## src/rtl/simple_datapath_pkg.sv

```systemverilog
`default_nettype none
// ============================================================================
// Module      : simple_datapath_pkg
// Description : Shared constants and the bus-source encoding for the
//               single-bus datapath slice.
// Revision    : 1.0 - initial release
// ============================================================================
package simple_datapath_pkg;

    localparam int WIDTH = 32;

    // Winning bus driver, as chosen by the priority encoder in the top.
    typedef enum logic [2:0] {
        SRC_NONE = 3'd0,
        SRC_PC   = 3'd1,
        SRC_R3   = 3'd2,
        SRC_R2   = 3'd3,
        SRC_MDR  = 3'd4,
        SRC_ZLO  = 3'd5,
        SRC_ZHI  = 3'd6
    } bus_src_t;

endpackage : simple_datapath_pkg
`default_nettype wire

```

## src/rtl/simple_datapath_dp_reg.sv

```systemverilog
`default_nettype none
// ============================================================================
// Module      : dp_reg
// Description : W-bit register with load enable and asynchronous active-low
//               clear. Holds its value when load is low.
// Ports       : clk   - rising-edge clock
//               rst_n - async active-low clear to RESET_VAL
//               load  - capture d on the next rising edge
//               d     - data in
//               q     - register contents
// Revision    : 1.0 - initial release
// ============================================================================
module dp_reg #(
    parameter int             W         = 32,
    parameter logic [W-1:0]   RESET_VAL = '0
) (
    input  logic          clk,
    input  logic          rst_n,
    input  logic          load,
    input  logic [W-1:0]  d,
    output logic [W-1:0]  q
);

    always_ff @(posedge clk or negedge rst_n) begin
        if (!rst_n) begin
            q <= RESET_VAL;
        end else if (load) begin
            q <= d;
        end
    end

endmodule : dp_reg
`default_nettype wire

```

## src/rtl/simple_datapath.sv

```systemverilog
`default_nettype none
// ============================================================================
// Module      : simple_datapath
// Description : Single-bus CPU datapath slice (R1-R3, PC, IR, MDR, Y, Z, HI)
//               supporting the AND instruction. Out strobes drive the shared
//               bus through a priority mux; in strobes capture it on the
//               rising clock edge.
// Ports       : clock/clear        - clock, async active-low reset
//               *out               - bus driver strobes
//               *in, Read, AND     - register load controls
//               Mdatain            - memory data into MDR
//               bus_mon, ir_mon,
//               r1_mon, hi_mon     - debug monitors
// Revision    : 1.0 - initial release
// ============================================================================
module simple_datapath
    import simple_datapath_pkg::*;
#(
    parameter int                 WIDTH     = simple_datapath_pkg::WIDTH,
    parameter logic [WIDTH-1:0]   RESET_VAL = '0
) (
    input  logic              clock,
    input  logic              clear,
    input  logic              PCout,
    input  logic              Zlowout,
    input  logic              ZHighout,
    input  logic              MDRout,
    input  logic              R2out,
    input  logic              R3out,
    input  logic              MDRin,
    input  logic              Read,
    input  logic              Yin,
    input  logic              IRin,
    input  logic              R1in,
    input  logic              R2in,
    input  logic              R3in,
    input  logic              HIin,
    input  logic              AND,
    input  logic [WIDTH-1:0]  Mdatain,
    output logic [WIDTH-1:0]  bus_mon,
    output logic [WIDTH-1:0]  ir_mon,
    output logic [WIDTH-1:0]  r1_mon,
    output logic [WIDTH-1:0]  hi_mon
);

    logic [WIDTH-1:0] bus;
    logic [WIDTH-1:0] pc_q, ir_q, mdr_q, y_q, zlo_q, zhi_q, hi_q;
    logic [WIDTH-1:0] r1_q, r2_q, r3_q;
    logic [WIDTH-1:0] mdr_d;
    logic [WIDTH-1:0] zlo_d;
    bus_src_t         src;

    // Priority encoder: several strobes may be high at once during bring-up.
    always_comb begin
        src = SRC_NONE;
        if      (ZHighout) src = SRC_ZHI;
        else if (Zlowout)  src = SRC_ZLO;
        else if (MDRout)   src = SRC_MDR;
        else if (R2out)    src = SRC_R2;
        else if (R3out)    src = SRC_R3;
        else if (PCout)    src = SRC_PC;
    end

    always_comb begin
        bus = '0;
        case (src)
            SRC_ZHI: bus = zhi_q;
            SRC_ZLO: bus = zlo_q;
            SRC_MDR: bus = mdr_q;
            SRC_R2:  bus = r2_q;
            SRC_R3:  bus = r3_q;
            SRC_PC:  bus = pc_q;
            default: bus = '0;
        endcase
    end

    assign mdr_d = Read ? Mdatain : bus;
    assign zlo_d = y_q & bus;

    // PC has no load path here; it only sources the bus at its reset value.
    dp_reg #(.W(WIDTH), .RESET_VAL(RESET_VAL)) u_pc
        (.clk(clock), .rst_n(clear), .load(1'b0), .d('0),    .q(pc_q));
    dp_reg #(.W(WIDTH), .RESET_VAL(RESET_VAL)) u_ir
        (.clk(clock), .rst_n(clear), .load(IRin), .d(bus),   .q(ir_q));
    dp_reg #(.W(WIDTH), .RESET_VAL(RESET_VAL)) u_mdr
        (.clk(clock), .rst_n(clear), .load(MDRin), .d(mdr_d), .q(mdr_q));
    dp_reg #(.W(WIDTH), .RESET_VAL(RESET_VAL)) u_y
        (.clk(clock), .rst_n(clear), .load(Yin),  .d(bus),   .q(y_q));
    dp_reg #(.W(WIDTH), .RESET_VAL(RESET_VAL)) u_r1
        (.clk(clock), .rst_n(clear), .load(R1in), .d(bus),   .q(r1_q));
    dp_reg #(.W(WIDTH), .RESET_VAL(RESET_VAL)) u_r2
        (.clk(clock), .rst_n(clear), .load(R2in), .d(bus),   .q(r2_q));
    dp_reg #(.W(WIDTH), .RESET_VAL(RESET_VAL)) u_r3
        (.clk(clock), .rst_n(clear), .load(R3in), .d(bus),   .q(r3_q));
    dp_reg #(.W(WIDTH), .RESET_VAL(RESET_VAL)) u_hi
        (.clk(clock), .rst_n(clear), .load(HIin), .d(bus),   .q(hi_q));

    // Z is split in two halves; the AND result always zero-fills the upper half.
    dp_reg #(.W(WIDTH), .RESET_VAL(RESET_VAL)) u_zlo
        (.clk(clock), .rst_n(clear), .load(AND),  .d(zlo_d), .q(zlo_q));
    dp_reg #(.W(WIDTH), .RESET_VAL(RESET_VAL)) u_zhi
        (.clk(clock), .rst_n(clear), .load(AND),  .d('0),    .q(zhi_q));

    assign bus_mon = bus;
    assign ir_mon  = ir_q;
    assign r1_mon  = r1_q;
    assign hi_mon  = hi_q;

endmodule : simple_datapath
`default_nettype wire

```

## config.mk

```make
export PLATFORM = sky130hd
export DESIGN_NAME = simple_datapath
export DESIGN_NICKNAME = d
export VERILOG_FILES = /design/src/rtl/simple_datapath_pkg.sv /design/src/rtl/simple_datapath_dp_reg.sv /design/src/rtl/simple_datapath.sv
export SDC_FILE = /design/constraint.sdc
export NUM_CORES = 1
export LEC_CHECK = 0
export CAP_MARGIN = 20
export CORE_MARGIN = 10
export CORE_UTILIZATION = 55
export CTS_CLUSTER_SIZE = 14
export DETAILED_ROUTE_END_ITERATION = 16
export DONT_BUFFER_PORTS = 1
export GPL_TIMING_DRIVEN = 0
export PLACE_DENSITY_LB_ADDON = 0.3
export SKIP_CTS_REPAIR_TIMING = 1
export SYNTH_ARGS = -nofsm -noshare
export SYNTH_HDL_FRONTEND = slang
export SYNTH_SLANG_ARGS = --single-unit
```

## constraint.sdc

```tcl
create_clock -name clock -period 3.05 [get_ports clock]
set_input_delay 0.305 -clock clock [delete_from_list [all_inputs] [get_ports clock]]
set_output_delay 0.305 -clock clock [all_outputs]
set_load 0.005 [all_outputs]
```

==> results_dict.tcl <==
set metrics [dict create \
    cts_tree "done" \
    fin_crit_ns 2.23 \
    dieHeight_um 164 \
    r2r-start "u_mdr.q[1]" \
    place_area_um2 11700 \
    grtUsageTotal_pct 23.5 \
    cp-end-kind "primary output" \
    leakagePower_nw 6.12 \
    vias 8573 \
    drc 0 \
    ff2ff_path_depth 4 \
    critPathLaunch "u_mdr.q[1]" \
    vias_per_cell 6.36 \
    start_util_pct 55.9 \
    nets 1106 \
    p_switching_mw 2.14 \
    r2r_end "u_r1.q[1]" \
    io_pins 177 \
    final_cell_mix "dfrtp_1 (256), a21oi_1 (196), nor2_1 (128)" \
    grt_max_degree 257 \
    drive_gt1_share_pct 11.2 \
    gp_congestion 0.870 \
    yosys.cell_types.count 32 \
    area_growth_pct 10.4 \
    p_sw_share_pct 26.7 \
    ys.warnings.count 0 \
    clockBufferDepth 3 \
    cts_root_buffer "clkbuf_16" \
    fin_tns_setup_ns 0 \
    ys_ff_latch 256 \
    whs_ns -0.541 \
    antenna_found_initial 3 \
    cap_violations 0 \
    relSlewSlack_pct 36.7 \
    detail-route-antenna-nets 0 \
    worst_pin_slew_ns 0.950 \
    power.density_nw_per_um2 637 \
    synthesis.nets 1077 \
    r2r_slack_ns 1.50 \
    timing.fmax_mhz 449 \
    path_class "register to primary output" \
    p_int_mw 5.85 \
    fp.coreArea_um2 20300 \
    insertion_delay_ns 0.53 \
    synth_area_per_cell_um2 11.0 \
    pwr-share-comb_pct 10.5 \
    slowest_stage "dfrtp_1" \
    synth-seq-area-share_pct 56.4 \
    worstPathRequired_ns 2.74 \
    fin_crit_sh_pct 73.1 \
    place_hpwl_um 21700 \
    crit_chain "and4bb_2, a221o_1, a21oi_4, inv_1" \
    hold_class "input port to async pin" \
    arrival_ns 1.92 \
    dpl_worst_slack_ns 1.03 \
    violations "negative hold slack" \
    numCtsBuffers 27 \
    pwr-share-seq_pct 50.1 \
    h-tree-depth 1 \
    drt-total-wl_um 32300 \
    pwr-share-clk_pct 39.4 \
    grt_pass1_vias 8656 \
    crit_path_max_incr_delay_ns 0.42 \
    final_area_um2 12500 \
    slew_violations 0 \
    grt_setup_unrepaired "no" \
    final_common_cell "dfrtp_1" \
    final-hold-violation-count 256 \
    ir_drop_v 0.000464 \
    cts.clk_slew.worst_paths_ns 0.06 \
    avgRoutedWirePerCell_um 24.0 \
    rows 52 \
    timing.final.ws_setup_ns 0.821 \
    cp-start-kind "register" \
    syn_inst 1028 \
    drt_iter0_drc 685 \
    overflow 0 \
    outcome "complete, but fails checks" \
    die_w_um 164 \
    crit_path_max_fanout 7 \
    finalSetupViolCount 0 \
    dieArea_um2 26800 \
    cts_sinks 256 \
    grt_pass1_wl_um 49900 \
    firstDrtPassIters 5 \
    synthesis.area_um2 11400 \
    fin_skew_ns 0.0110 \
    io_buffers 0 \
]
[cells in the mapped netlist (all sizes together)]
| cell | instances | area, µm² |
|---|---|---|
| a21bo | 2 | 20.0 |
| a21o | 56 | 420 |
| a21oi | 226 | 1400 |
| a221o | 30 | 300 |
| a221oi | 2 | 52.6 |
| a22o | 64 | 561 |
| a32o | 2 | 20.0 |
| and2 | 1 | 6.26 |
| and2b | 1 | 7.51 |
| and4bb | 18 | 225 |
| buf | 29 | 175 |
| clkbuf | 61 | 234 |
| dfrtp | 256 | 6410 |
| inv | 33 | 124 |
| mux2i | 32 | 320 |
| nand2 | 2 | 7.51 |
| nand2b | 1 | 6.26 |
| nand3 | 2 | 10.0 |
| nand3b | 32 | 240 |
| nor2 | 128 | 480 |
| nor2b | 3 | 18.8 |
| nor3 | 1 | 5.00 |
| nor4b | 1 | 23.8 |
| nor4bb | 12 | 120 |
| o21ai | 32 | 160 |
| or2b | 1 | 8.76 |
[critical path: cells and delay by family (launching register included)]
kind	cells	cell delay, ns
DFF	1	0.42
and+or+nand+nor	1	0.25
buffers and inverters	1	0.11
AOI/OAI and AO/OA	2	0.62
[logic make-up (layout without fill, tap and decap cells)]
kind of cell	count (synthesis)	in the layout	synth area share (%)
other cells	0	3	0
buf+inv	123	170	4.69
flops	256	256	56.4
mux	32	32	2.82
simple gates	203	203	10.2
compound gates	414	414	25.9
[area by class of cell]
| type | count | area, µm² |
|---|---|---|
| Buffer | 90 | 409 |
| Tap cell | 270 | 338 |
| Fill cell | 1641 | 7760 |
| Clock inverter | 12 | 103 |
| Inverter | 33 | 124 |
| Sequential cell | 256 | 6410 |
| Antenna cell | 3 | 7.51 |
| Clock buffer | 35 | 736 |
| Multi-Input combinational cell | 649 | 4420 |
[per-layer routing]
metal,global-route usage [%],vias up,part of all wire [%]
li1,-,3771,-
met1,31.7,4378,42
met2,36.1,384,46
met3,7.58,40,11
met4,6.05,0,1.6
met5,0,-,0
[registers in the layout, indices dropped and copies added, names as in the netlist]
register	flops
u_r1.q	32
u_r3.q	32
u_hi.q	32
u_ir.q	32
u_r2.q	32
u_zlo.q	32
u_y.q	32
u_mdr.q	32
[per-stage QoR]
step                      power, mW  cells  util [%]
after global placement         4.84   1298      57.6
after global routing           8.27   1346      61.7
after floorplan                4.59   1028         -
final                          7.98   1348      61.8
after detailed placement       4.88   1298      57.6
after CTS                      8.00   1345      61.7
[worst max path at each step]
stage,endpoint,depth (start not counted),slack [ns]
floorplan,bus_mon[0],6,1.39
global placement,bus_mon[1],5,1.01
detailed placement,bus_mon[9],5,1.03
CTS,bus_mon[14],4,0.84
global route,bus_mon[15],4,0.76
finish,bus_mon[1],4,0.82
[power groups by stage]
stage | clock [mW] | sequential, mW | combinational, mW
after detailed placement | 0 | 4.05 | 0.835
after global routing | 3.31 | 4.04 | 0.930
final | 3.15 | 4.00 | 0.840
after CTS | 3.17 | 4.00 | 0.839
after floorplan | 0 | 3.96 | 0.636
after global placement | 0 | 4.04 | 0.804
(Power assumes the default switching activity.)
